## src/rtl/data_memory_arbiter_pkg.sv

```systemverilog
// Shared definitions for the two-requester data memory arbiter:
// FSM state encoding, requester indices and the default burst limit.
package data_memory_arbiter_pkg;

    typedef enum logic [1:0] {
        ST_IDLE = 2'd0,
        ST_OWN0 = 2'd1,
        ST_OWN1 = 2'd2
    } arb_state_e;

    localparam logic REQ0 = 1'b0;
    localparam logic REQ1 = 1'b1;

    localparam int DEFAULT_MAX_BURST = 4;

    function automatic arb_state_e own_state(input logic idx);
        return (idx == REQ1) ? ST_OWN1 : ST_OWN0;
    endfunction

endpackage

```

## src/rtl/data_memory_arbiter.sv

```systemverilog
// Arbitrates the single-port data memory between the CPU load/store port (0)
// and the loader/debug DMA port (1) with burst-limited round-robin ownership.
module data_memory_arbiter
    import data_memory_arbiter_pkg::*;
#(
    parameter int DATA_WIDTH = 32,
    parameter int MAX_BURST  = DEFAULT_MAX_BURST
) (
    input  logic                  clk,
    input  logic                  reset,
    input  logic                  req0,
    input  logic                  we0,
    input  logic [DATA_WIDTH-1:0] addr0,
    input  logic [DATA_WIDTH-1:0] wdata0,
    input  logic                  req1,
    input  logic                  we1,
    input  logic [DATA_WIDTH-1:0] addr1,
    input  logic [DATA_WIDTH-1:0] wdata1,
    output logic                  gnt0,
    output logic                  gnt1,
    output logic                  rvalid0,
    output logic                  rvalid1,
    output logic [DATA_WIDTH-1:0] rdata0,
    output logic [DATA_WIDTH-1:0] rdata1,
    output logic [DATA_WIDTH-1:0] mem_Address,
    output logic [DATA_WIDTH-1:0] mem_WriteData,
    output logic                  mem_MemWrite,
    output logic                  mem_MemRead,
    input  logic [DATA_WIDTH-1:0] mem_ReadData,
    output arb_state_e            dbg_state
);

    localparam int CNT_W = (MAX_BURST > 1) ? $clog2(MAX_BURST) : 1;
    localparam logic [CNT_W-1:0] CNT_LAST = CNT_W'(MAX_BURST - 1);

    arb_state_e            state_q, state_d;
    logic [CNT_W-1:0]      burst_cnt_q, burst_cnt_d;
    logic                  last_owner_q, last_owner_d;
    logic                  rvalid0_q, rvalid0_d;
    logic                  rvalid1_q, rvalid1_d;
    logic [DATA_WIDTH-1:0] rdata0_q, rdata0_d;
    logic [DATA_WIDTH-1:0] rdata1_q, rdata1_d;

    logic acc0, acc1;
    logic burst_last;

    // Handshake: gnt_i is a ready that depends only on the state register;
    // req_i is a valid held with we/addr/wdata until it meets gnt_i. The cycle
    // where req_i && gnt_i is the accept; reads answer with a one-cycle rvalid_i.

    always_ff @(posedge clk) begin
        if (reset) begin
            state_q      <= ST_IDLE;
            burst_cnt_q  <= '0;
            last_owner_q <= REQ1;
            rvalid0_q    <= 1'b0;
            rvalid1_q    <= 1'b0;
            rdata0_q     <= '0;
            rdata1_q     <= '0;
        end else begin
            state_q      <= state_d;
            burst_cnt_q  <= burst_cnt_d;
            last_owner_q <= last_owner_d;
            rvalid0_q    <= rvalid0_d;
            rvalid1_q    <= rvalid1_d;
            rdata0_q     <= rdata0_d;
            rdata1_q     <= rdata1_d;
        end
    end

    assign burst_last = (burst_cnt_q == CNT_LAST);

    always_comb begin
        state_d = state_q;
        case (state_q)
            ST_IDLE: begin
                if (req0 && req1) begin
                    state_d = own_state(~last_owner_q);
                end else if (req0) begin
                    state_d = ST_OWN0;
                end else if (req1) begin
                    state_d = ST_OWN1;
                end
            end
            ST_OWN0: begin
                if (!req0) begin
                    state_d = req1 ? ST_OWN1 : ST_IDLE;
                end else if (burst_last && req1) begin
                    state_d = ST_OWN1;
                end
            end
            ST_OWN1: begin
                if (!req1) begin
                    state_d = req0 ? ST_OWN0 : ST_IDLE;
                end else if (burst_last && req0) begin
                    state_d = ST_OWN0;
                end
            end
            default: state_d = ST_IDLE;
        endcase
    end

    always_comb begin
        gnt0          = (state_q == ST_OWN0);
        gnt1          = (state_q == ST_OWN1);
        acc0          = req0 && gnt0;
        acc1          = req1 && gnt1;
        mem_MemWrite  = 1'b0;
        mem_MemRead   = 1'b0;
        mem_Address   = '0;
        mem_WriteData = '0;
        if (acc0) begin
            mem_MemWrite  = we0;
            mem_MemRead   = ~we0;
            mem_Address   = addr0;
            mem_WriteData = wdata0;
        end else if (acc1) begin
            mem_MemWrite  = we1;
            mem_MemRead   = ~we1;
            mem_Address   = addr1;
            mem_WriteData = wdata1;
        end
    end

    // A lone owner keeps renewing its tenure: the count wraps instead of saturating.
    always_comb begin
        burst_cnt_d  = burst_cnt_q;
        last_owner_d = last_owner_q;
        if (state_d != state_q) begin
            burst_cnt_d = '0;
            if (state_d == ST_OWN0) begin
                last_owner_d = REQ0;
            end else if (state_d == ST_OWN1) begin
                last_owner_d = REQ1;
            end
        end else if (acc0 || acc1) begin
            burst_cnt_d = burst_last ? '0 : burst_cnt_q + CNT_W'(1);
        end
    end

    always_comb begin
        rvalid0_d = acc0 && !we0;
        rvalid1_d = acc1 && !we1;
        rdata0_d  = rvalid0_d ? mem_ReadData : rdata0_q;
        rdata1_d  = rvalid1_d ? mem_ReadData : rdata1_q;
    end

    assign rvalid0   = rvalid0_q;
    assign rvalid1   = rvalid1_q;
    assign rdata0    = rdata0_q;
    assign rdata1    = rdata1_q;
    assign dbg_state = state_q;

endmodule

```

## config.mk

```make
export PLATFORM = sky130hd
export DESIGN_NAME = data_memory_arbiter
export DESIGN_NICKNAME = d
export VERILOG_FILES = /design/src/rtl/data_memory_arbiter_pkg.sv /design/src/rtl/data_memory_arbiter.sv
export SDC_FILE = /design/constraint.sdc
export NUM_CORES = 1
export LEC_CHECK = 0
export BUFFER_PORTS_ARGS = -buffer_cell sky130_fd_sc_hd__buf_2
export CAP_MARGIN = 20
export CORE_AREA = 2 2 116 118
export DETAILED_ROUTE_END_ITERATION = 16
export DIE_AREA = 0 0 118 120
export GPL_TIMING_DRIVEN = 0
export PLACE_DENSITY = 0.68
export SETUP_SLACK_MARGIN = 0.3
export SLEW_MARGIN = 20
export SYNTH_ARGS = -nofsm -noshare
export SYNTH_HDL_FRONTEND = slang
export SYNTH_SLANG_ARGS = --single-unit
```

## constraint.sdc

```tcl
create_clock -name clk -period 2.3 [get_ports clk]
set_clock_uncertainty 0.1 [all_clocks]
set_input_delay 0.115 -clock clk [delete_from_list [all_inputs] [get_ports clk]]
set_output_delay 0.115 -clock clk [all_outputs]
set_load 0.01 [all_outputs]
```

==> results.sh <==
export IMPL_path_class="reg2out"
export IMPL_synth_top_area_share_pct=42.9
export IMPL_gr_usage_all_layers_pct=19.7
export IMPL_layout_min_cycle_time_ns=1.96
export IMPL_start_util_pct=25.5
export IMPL_io_pins=302
export IMPL_regArea_um2=1420
export IMPL_cap_violations=0
export IMPL_setup_ws_ns=0.339
export IMPL_layout_drive_gt1_share_pct=47.1
export IMPL_path_cells="buf_6, and3b_1, buf_6, buf_12, buf_6, a22o_1, buf_2"
export IMPL_grt_max_degree=13
export IMPL_synth_fa_ha_area_share_pct=0.756
export IMPL_hold_path_class="in2reg"
export IMPL_cts_htree_levels=3
export IMPL_nets=928
export IMPL_start_kind="flip-flop"
export IMPL_synth_cells=413
export IMPL_ys_ff_latch=71
export IMPL_period_share_pct=85.2
export IMPL_cp_required_ns=2.09
export IMPL_power_frac_seq_pct=36.6
export IMPL_ant_nets=0
export IMPL_die_w_um=118
export IMPL_grt_remaining_overflow=0
export IMPL_endpoint_kind="primary output"
export IMPL_relSlewSlack_pct=61.5
export IMPL_insertion_delay_ns=0.33
export IMPL_vias=4318
export IMPL_cp_max_fo=10
export IMPL_numCtsBuffers=9
export IMPL_row_count=42
export IMPL_synthMuxAreaShare_pct=0.907
export IMPL_cp_arrival_ns=1.75
export IMPL_p_sw_share_pct=23.6
export IMPL_p_clk_share_pct=46.3
export IMPL_yosysWarnings=0
export IMPL_syn_num_nets=581
export IMPL_grt_pass1_wl_mm=21.2
export IMPL_synth_simple_area_share_pct=19.0
export IMPL_dieArea_um2=14200
export IMPL_r2r_slack_ns=0.45
export IMPL_p_leak_nw=2.97
export IMPL_die_h_um=120
export IMPL_holdWs_ns=0.0279
export IMPL_io_buffers=300
export IMPL_synth_compound_area_share_pct=28.8
export IMPL_gp_congestion=0.857
export IMPL_clock_sinks=71
export IMPL_cts_root_buf="clkbuf_16"
export IMPL_cp_num_buf_inv=5
export IMPL_viasPerCell=4.59
export IMPL_synth_top_family_by_area="compound AO/OA/AOI/OAI gates"
export IMPL_synth_area_um2=3310
export IMPL_antenna_found_initial=0
export IMPL_yosysSeqAreaShare_pct=42.9
export IMPL_peakVddDrop_v=0.000304
export IMPL_slowest_delay_ns=0.32
export IMPL_hold_viol_final=0
export IMPL_p_per_area_nw_per_um2=589
export IMPL_routedWlPerCell_um=15.7
export IMPL_dr_pass1_iters=7
export IMPL_p_int_mw=2.65
export IMPL_drcViolationCount=0
export IMPL_yosysTopAreaCell="dfxtp_1"
export IMPL_cts_tree="done"
export IMPL_slowest_stage="dfxtp_2"
export IMPL_dp_hpwl_mm=11.6
export IMPL_ys_top_cells_by_area="dfxtp_1 (43%), a22o_1 (17%), nand2_1 (15%)"
export IMPL_synth_cell_types=27
export IMPL_fin_tns_setup_ns=0
export IMPL_synth_xor_area_share_pct=0
export IMPL_synthToLayoutAreaGrowth_pct=77.5
export IMPL_coreArea_um2=13000
export IMPL_critPathTopFamily="buffers and inverters"
export IMPL_grt_pass1_vias=3960
export IMPL_clockBufferDepth=2
export IMPL_syn_area_per_cell_um2=8.01
export IMPL_rsz0062_at_grt="true"
export IMPL_tightest_slew_ns=0.577
export IMPL_drt_iter0_drc=256
export IMPL_comb_power_share_pct=17.1
export IMPL_status="completed"
export IMPL_path_clk_slew_ns=0.05
export IMPL_p_sw_uw=817
export IMPL_drv_slew=0
export IMPL_multi_input_area_um2=1670
export IMPL_critPathMostFrequentCell="buf_6"
export IMPL_fillers=1341
export IMPL_setup_violations_final=0
export IMPL_fmax_mhz=510
export IMPL_routed_wl_mm=14.8
export IMPL_n_antenna_cell=0
export IMPL_preCtsSetupSlack_ns=0.290
==> power by group through the flow <==
stage	sequential (mW)	clock [mW]	combinational, mW
2_1_floorplan	1.31	0	0.216
3_3_place_gp	1.29	0	0.516
3_5_place_dp	1.29	0	0.517
4_1_cts	1.27	1.63	0.579
5_1_grt	1.27	1.70	0.638
6_report	1.27	1.60	0.591
==> cells in the final DEF (no fill, tap or decap), types with 7 or more instances in the layout <==
| cell | instances |
|---|---|
| a21oi_1 | 66 |
| a22o_1 | 63 |
| buf_2 | 305 |
| buf_4 | 15 |
| buf_6 | 11 |
| clkbuf_1 | 7 |
| clkbuf_16 | 9 |
| dfxtp_1 | 69 |
| dlygate4sd3_1 | 32 |
| nand2_1 | 130 |
| nor2_1 | 8 |
==> per-layer routing <==
| layer | vias to the layer above | wire (µm) | global-route usage [%] |
|---|---|---|---|
| met5 | - | 0 | 0 |
| met4 | 0 | 364 | 7.61 |
| met3 | 17 | 940 | 4.09 |
| met2 | 212 | 7610 | 35.0 |
| met1 | 1963 | 5880 | 23.3 |
| li1 | 2126 | - | - |
==> final timing paths <==
| kind | cells past startpoint | endpoint | from |
|---|---|---|---|
| worst min-delay path | 3 | dbg_state[1] | req1 |
| worst max-delay path | 7 | mem_Address[5] | dbg_state[0] |
| worst max register to register | 8 | last_owner_q | dbg_state[0] |
| worst min register to register | 2 | rdata0[29] | rdata0[29] |
==> Yosys cell counts <==
cell type and instances:
nand2_1 130, dfxtp_1 71, a21oi_1 66, a22o_1 64, buf_2 17, buf_4 10
clkbuf_1 10, nor2_1 8, nor2b_1 5, buf_6 4, nand2b_1 4, mux2i_1 3
nor3_1 3, and2b_1 2, and3b_1 2, ha_1 2, o21ai_0 2, a221oi_1 1
a22oi_1 1, a2bb2oi_1 1, a31oi_1 1, buf_1 1, inv_1 1, o211ai_1 1
o21a_1 1, o31ai_1 1, or2_2 1
==> repair_timing <==
item	in CTS	in global routing
gates resized for setup	28	19
hold endpoints to repair	64	0
setup buffers	3	1
pin swaps	2	7
cloned	0	0
setup endpoints to repair	64	45
hold buffers	32	0
==> state kept, by name, indices dropped and copies added (netlist names) <==
register and count:
rvalid0 1, rvalid1 1, burst_cnt_q 2, rdata1 32, rdata0 32, last_owner_q 1
dbg_state 2
==> worst min-delay path, cell delays in order <==
cell and delay (ns):
buf_2 0.13, o211ai_1 0.12, nor2_1 0.05
==> cell type report <==
cell class                 instances  area share (%)
timing repair buffer             336            31.8
multi-input combinational        299            28.3
sequential                        71            24.2
buffer                            42            5.94
clock buffer                      10            4.07
tap                              176            3.75
clock inverter                     6            1.83
inverter                           1          0.0639
==> cells by family after synthesis <==
group / Yosys count
buf+inv: 43
mux: 3
fa+ha+maj: 2
compound gates: 139
simple gates: 155
flops: 71
==> metrics by stage <==
| step | power (mW) | cell area (µm²) | instances | utilization [%] |
|---|---|---|---|---|
| 4_1_cts | 3.48 | 5800 | 940 | 44.7 |
| 3_3_place_gp | 1.81 | 5030 | 889 | 38.8 |
| 2_1_floorplan | 1.52 | 3310 | 413 | - |
| 6_report | 3.46 | 5880 | 941 | 45.3 |
| 5_1_grt | 3.61 | 5880 | 941 | 45.3 |
| 3_5_place_dp | 1.81 | 5030 | 889 | 38.8 |
(Power assumes the default switching activity.)
